==> config.mk <==
export PLATFORM = sky130hd
export DESIGN_NAME = fir_stream_ntap
export DESIGN_NICKNAME = d
export VERILOG_FILES = /design/src/rtl/fir_stream_ntap.sv
export SDC_FILE = /design/constraint.sdc
export NUM_CORES = 2
export LEC_CHECK = 0
export BUFFER_PORTS_ARGS = -buffer_cell sky130_fd_sc_hd__buf_2
export CORE_MARGIN = 4
export CORE_UTILIZATION = 66
export DETAILED_ROUTE_END_ITERATION = 7
export GPL_TIMING_DRIVEN = 1
export PLACE_DENSITY = 0.88
export RECOVER_POWER = 100
export SYNTH_ARGS = -nofsm -noshare
export SYNTH_HDL_FRONTEND = slang
export SYNTH_SLANG_ARGS = --single-unit
==> constraint.sdc <==
create_clock -name clk -period 6.7 [get_ports clk]
set_input_delay 0.335 -clock clk [delete_from_list [all_inputs] [get_ports clk]]
set_output_delay 0.335 -clock clk [all_outputs]
set_load 0.1 [all_outputs]
==> src/rtl/fir_stream_ntap.sv <==
`default_nettype none
// ==========================================================================
// fir_stream_ntap : N-tap streaming FIR, valid/ready, double-buffered coefs
// Revision 1.0
// ==========================================================================
module fir_stream_ntap #(
  parameter int TAPS        = 5,
  parameter int DATA_W      = 16,
  parameter int COEF_W      = 8,
  parameter int ACC_W       = 32,
  parameter int OUT_W       = 16,
  parameter int SHIFT       = 6,
  parameter bit CLR_ON_SWAP = 1'b1
) (
  input  logic                      clk,
  input  logic                      rst_n,
  input  logic                      in_valid,
  output logic                      in_ready,
  input  logic signed [DATA_W-1:0]  x_in,
  output logic                      out_valid,
  input  logic                      out_ready,
  output logic signed [OUT_W-1:0]   y_out,
  output logic                      out_sat,
  input  logic                      coef_wr,
  input  logic [$clog2(TAPS)-1:0]   coef_addr,
  input  logic signed [COEF_W-1:0]  coef_data,
  input  logic                      coef_commit,
  output logic                      coef_busy
);
  localparam int PROD_W = DATA_W + COEF_W;
  localparam logic [1:0] ST_IDLE  = 2'd0;
  localparam logic [1:0] ST_DRAIN = 2'd1;
  localparam logic [1:0] ST_SWAP  = 2'd2;
  localparam logic signed [COEF_W-1:0] UNITY   = COEF_W'(1 << SHIFT);
  localparam logic signed [ACC_W-1:0]  RND     = ACC_W'(1 << (SHIFT - 1));
  localparam logic signed [ACC_W-1:0]  OUT_MAX = {{(ACC_W-OUT_W+1){1'b0}}, {(OUT_W-1){1'b1}}};
  localparam logic signed [ACC_W-1:0]  OUT_MIN = {{(ACC_W-OUT_W+1){1'b1}}, {(OUT_W-1){1'b0}}};

  logic [1:0]               state_q, state_d;
  logic signed [COEF_W-1:0] active_q [TAPS];
  logic signed [COEF_W-1:0] active_d [TAPS];
  logic signed [COEF_W-1:0] shadow_q [TAPS];
  logic signed [COEF_W-1:0] shadow_d [TAPS];
  logic signed [DATA_W-1:0] hist_q   [TAPS];
  logic signed [DATA_W-1:0] hist_d   [TAPS];
  logic signed [PROD_W-1:0] prod     [TAPS];
  logic signed [ACC_W-1:0]  p_q      [TAPS];
  logic signed [ACC_W-1:0]  p_d      [TAPS];
  logic                     p_valid_q, p_valid_d;
  logic                     out_valid_q, out_valid_d;
  logic signed [OUT_W-1:0]  y_q, y_d;
  logic                     sat_q, sat_d;
  logic signed [ACC_W-1:0]  acc, rnd;
  logic                     adv, accept, do_swap;

  // FSM next state: drain leaves only once stage P is empty and stage S can move
  always_comb begin
    state_d = state_q;
    case (state_q)
      ST_IDLE:  if (coef_commit) state_d = ST_DRAIN;
      ST_DRAIN: if (!p_valid_q && adv) state_d = ST_SWAP;
      ST_SWAP:  state_d = ST_IDLE;
      default:  state_d = ST_IDLE;
    endcase
  end

  always_comb begin
    adv       = ~out_valid_q | out_ready;
    in_ready  = adv && (state_q == ST_IDLE);
    coef_busy = (state_q != ST_IDLE);
    do_swap   = (state_q == ST_SWAP);
    accept    = in_valid & in_ready;
  end

  // Active copies the pre-write shadow value on a same-cycle write in SWAP
  always_comb begin
    for (int k = 0; k < TAPS; k++) begin
      active_d[k] = do_swap ? shadow_q[k] : active_q[k];
      shadow_d[k] = (coef_wr && int'(coef_addr) == k) ? coef_data : shadow_q[k];
    end
  end

  always_comb begin
    for (int k = 0; k < TAPS; k++) hist_d[k] = hist_q[k];
    if (accept) begin
      hist_d[0] = x_in;
      for (int k = 1; k < TAPS; k++) hist_d[k] = hist_q[k-1];
    end else if (do_swap && CLR_ON_SWAP) begin
      for (int k = 0; k < TAPS; k++) hist_d[k] = '0;
    end
  end

  // Products use the post-accept history so an accepted sample reaches P at once
  always_comb begin
    for (int k = 0; k < TAPS; k++) begin
      prod[k] = active_q[k] * hist_d[k];
      p_d[k]  = adv ? {{(ACC_W-PROD_W){prod[k][PROD_W-1]}}, prod[k]} : p_q[k];
    end
    p_valid_d = adv ? accept : p_valid_q;
  end

  always_comb begin
    acc = '0;
    for (int k = 0; k < TAPS; k++) acc = acc + p_q[k];
    rnd = (acc + RND) >>> SHIFT;
    y_d         = y_q;
    sat_d       = sat_q;
    out_valid_d = out_valid_q;
    if (adv) begin
      out_valid_d = p_valid_q;
      if (rnd > OUT_MAX) begin
        y_d   = OUT_MAX[OUT_W-1:0];
        sat_d = 1'b1;
      end else if (rnd < OUT_MIN) begin
        y_d   = OUT_MIN[OUT_W-1:0];
        sat_d = 1'b1;
      end else begin
        y_d   = rnd[OUT_W-1:0];
        sat_d = 1'b0;
      end
    end
  end

  always_ff @(posedge clk or negedge rst_n) begin
    if (!rst_n) begin
      state_q     <= ST_IDLE;
      p_valid_q   <= 1'b0;
      out_valid_q <= 1'b0;
      y_q         <= '0;
      sat_q       <= 1'b0;
      for (int k = 0; k < TAPS; k++) begin
        active_q[k] <= (k == 0) ? UNITY : '0;
        shadow_q[k] <= (k == 0) ? UNITY : '0;
        hist_q[k]   <= '0;
        p_q[k]      <= '0;
      end
    end else begin
      state_q     <= state_d;
      p_valid_q   <= p_valid_d;
      out_valid_q <= out_valid_d;
      y_q         <= y_d;
      sat_q       <= sat_d;
      for (int k = 0; k < TAPS; k++) begin
        active_q[k] <= active_d[k];
        shadow_q[k] <= shadow_d[k];
        hist_q[k]   <= hist_d[k];
        p_q[k]      <= p_d[k];
      end
    end
  end

  assign out_valid = out_valid_q;
  assign y_out     = y_q;
  assign out_sat   = sat_q;

endmodule
`default_nettype wire

==> summary.txt <==
Route
  – Antenna violation net count after detailed routing: 0
  – Post-Route WL: 94.2 mm
  – Initial DRC Count: 2,664
  – Routed len/inst: 19.5 um
  – Via density: just under 6
  – DRC viols: 0
  – Vias: between 20,000 and 30,000
  – Initial DRT Pass Iterations: 7

Logic synthesis
  – Post-Synth XOR/XNOR Area: 2.59%
  – Largest family of logic cells by synthesized area: adder cells
  – Register area share after synthesis: 20.3%
  – Share of the synthesized area in the top cell type: 31.6%
  – Top_reg_cell synth: dfrtp_1
  – Synthesized cell area: 37,100 sq um
  – Yosys cell types: 68
  – Syn avg cell area: 9.24 sq um
  – Post-Synth Adder-Cell Area: 40.9%
  – #FFs+latches synth: about 300
  – Post-Syn Instances: 4,018
  – Top cells by area, synth: fa_1 32%, dfrtp_1 20%, ha_1 9.2%
  – Syn_nets: 4,912
  – Multiplexer share of the synthesized area: 2.65%
  – Synth async-reset ratio: between 90% and 100%
  – EDFF count, synth: 0
  – Synth Area in Simple Gates: 15.8%
  – Ys Warns: 0
  – Post-synthesis compound-gate area fraction: 7.61%
  – Largest area contributor in the netlist: fa_1

Run status
  – Status: finished, violations left
  – Failing checks: capacitance limit, slew limit

Floorplan
  – Die Wd: 245 um
  – IO Pins: 53
  – Die Span Y: 245 um
  – DIE AREA: 60,100 sq um
  – Initial Utilization: 67.0%
  – Core area: 55,400 sq um
  – Core Rows: 86

Setup path
  – Reg2Reg Launch Point: state_q[1]
  – Startpoint types: register
  – CP arrival: 6970 ps
  – Worst path required time: 7100 ps
  – Flop2flop setup slack: 140 ps
  – Reg-to-reg endpoint: p_q[144]
  – Critical Path End: p_q[144]
  – Critical path class: reg -> reg
  – Critical path peak fanout: just under 80
  – Critical path launch point: state_q[1]
  – Kind of end point of the critical path: register
  – Cell count of the worst reg-to-reg path: 22

Clocking
  – CTS tree: yes
  – H-tree depth: 2
  – CTS max path bufs: 3
  – Clock sinks: 301
  – CTS Buf Count: 37
  – Worst skew pair latency: 560 ps
  – Clock root buffer: clkbuf_16
  – Reg clk slew, reported paths: 60 ps

Timing
  – Worst slew pin tran: ~4000 ps
  – Setup TNS: 0 ps
  – Final slew viol count: between 100 and 150
  – Tmin final: about 6600 ps
  – Hold Vio Cnt, Final: 0
  – Fmax achieved: 0.152 GHz
  – Clock skew: approximately 16 ps
  – Max_slew headroom: -169%
  – Final setup fails: 0
  – Period utilisation layout: 98.0%
  – RSZ-0062 raised after global routing: false
  – Hold Slack: 75.8 ps

Global routing
  – Pin count of the biggest net entering global routing: between 150 and 200
  – Vias in the first global route: 29,500
  – GRT Overall Usage: between 30% and 40%
  – Initial antenna violation count: 5
  – Gr ovfl total: 0
  – First-pass GRT wire length: roughly 150 mm

Layout
  – Fillcell total: 3,778
  – Finished Cell Area: 39,600 sq um
  – Share of cells above drive strength 1: 6.69%
  – Sequential cell area: 7530 sq um
  – Area delta synth->final: 6.65%
  – Most common cell after layout, fill and taps aside: inv_1
  – Number of diodes: 0
  – Commonest cells after routing, fill and taps aside: 892 x inv_1, 587 x fa_1, 457 x nand2_1
  – NumNets Final: 4,949
  – Multi-input logic area: around 26,000 sq um

Hold path
  – Hold Path Class: in -> reg

Flow run
  – Count of max-cap constraint violations: 2

Placed design
  – Post-DP HPWL: 74.0 mm
  – GP Congestion: 0.928
  – Number of port buffers: 52
  – Area after DPL: 38,400 sq um
## worst min-delay path by stage
stage                              to  depth (start not counted)         from  slack [ps]
after global routing       state_q[0]                          3  coef_commit          90
after floorplan           active_q[0]                          0        rst_n          40
after CTS                  state_q[0]                          3  coef_commit          50
after global placement       p_q[119]                          1        rst_n         340
final                      state_q[0]                          3  coef_commit          80
after detailed placement     p_q[140]                          1        rst_n         340
## per-layer routing
layer  track usage, %  share of wire (%)
met2             52.5                 47
met1             43.1                 39
met4             10.4                3.8
met3             8.07                9.9
met5                0              0.030
## critical path: stages, from the launching register on
cell and delay, ps:
dfrtp_1 440, nor2_2 260, and3_4 280, buf_16 300, nand2_1 120, o21ai_0 90
clkbuf_1 400, nand2_1 140, fa_1 530, fa_1 520, inv_1 60, fa_1 550
fa_1 420, ha_1 310, o21ai_0 130, a21oi_1 150, o21a_1 220, o2111a_1 290
o21ai_0 340, nand2b_1 110, a21oi_1 200, xor2_1 400, o21ai_0 130
## stage by stage
stage                     instances  setup WS (ps)  util [%]
after floorplan                4018            135         -
after global placement         4763            458      69.4
after detailed placement       4763            263      69.4
after CTS                      4829            218      71.7
after global routing           4829           10.9      71.5
final                          4829            135      71.5
## repair_timing
item | 4_1_cts | 5_1_grt
endpoints found under the setup margin | 0 | 21
resized for setup | 0 | 11
hold buffers | 1 | 0
setup buffers | 0 | 0
endpoints found under the hold margin | 66 | 0
## logic make-up after synthesis
family                   count (synthesis)
AO/OA/AOI/OAI                          466
XOR/XNOR                               110
adder cells (fa/ha/maj)                861
buffers and inverters                 1002
flip-flops                             301
multiplexers                            88
AND/OR/NAND/NOR                       1190
## layout make-up
cell class | instances | area share, %
Tap cell | 748 | 2.36
Clock buffer | 50 | 2.74
Multi-Input combinational cell | 2715 | 65.3
Sequential cell | 301 | 19.0
Inverter | 892 | 8.45
Timing Repair Buffer | 108 | 1.70
Clock inverter | 15 | 0.448
## registers in the layout, summed over array words and instances, names as in the netlist
name       flops
p_q          120
hist_q        80
active_q      40
shadow_q      40
y_out         16
state_q        2
out_sat        1
out_valid      1
p_valid_q      1
## synth_stat cells (16+ instances only)
master    number
a211oi_1      21
a21o_1        30
a21oi_1      137
and2_1       386
and3_1        19
clkbuf_1      98
dfrtp_1      299
fa_1         587
ha_1         274
inv_1        892
mux2_2        84
nand2_1      457
nand2b_1      18
nand3_1       28
nor2_1       164
nor3_1        28
o21ai_0       84
o21ai_1       80
o31ai_1       16
or2_2         33
or3_1         17
xnor2_1       77
xor2_1        33
Power is left out: the tool's default activity adds up to more than one toggle a clock period on the data nets, which glitch-free logic cannot reach.
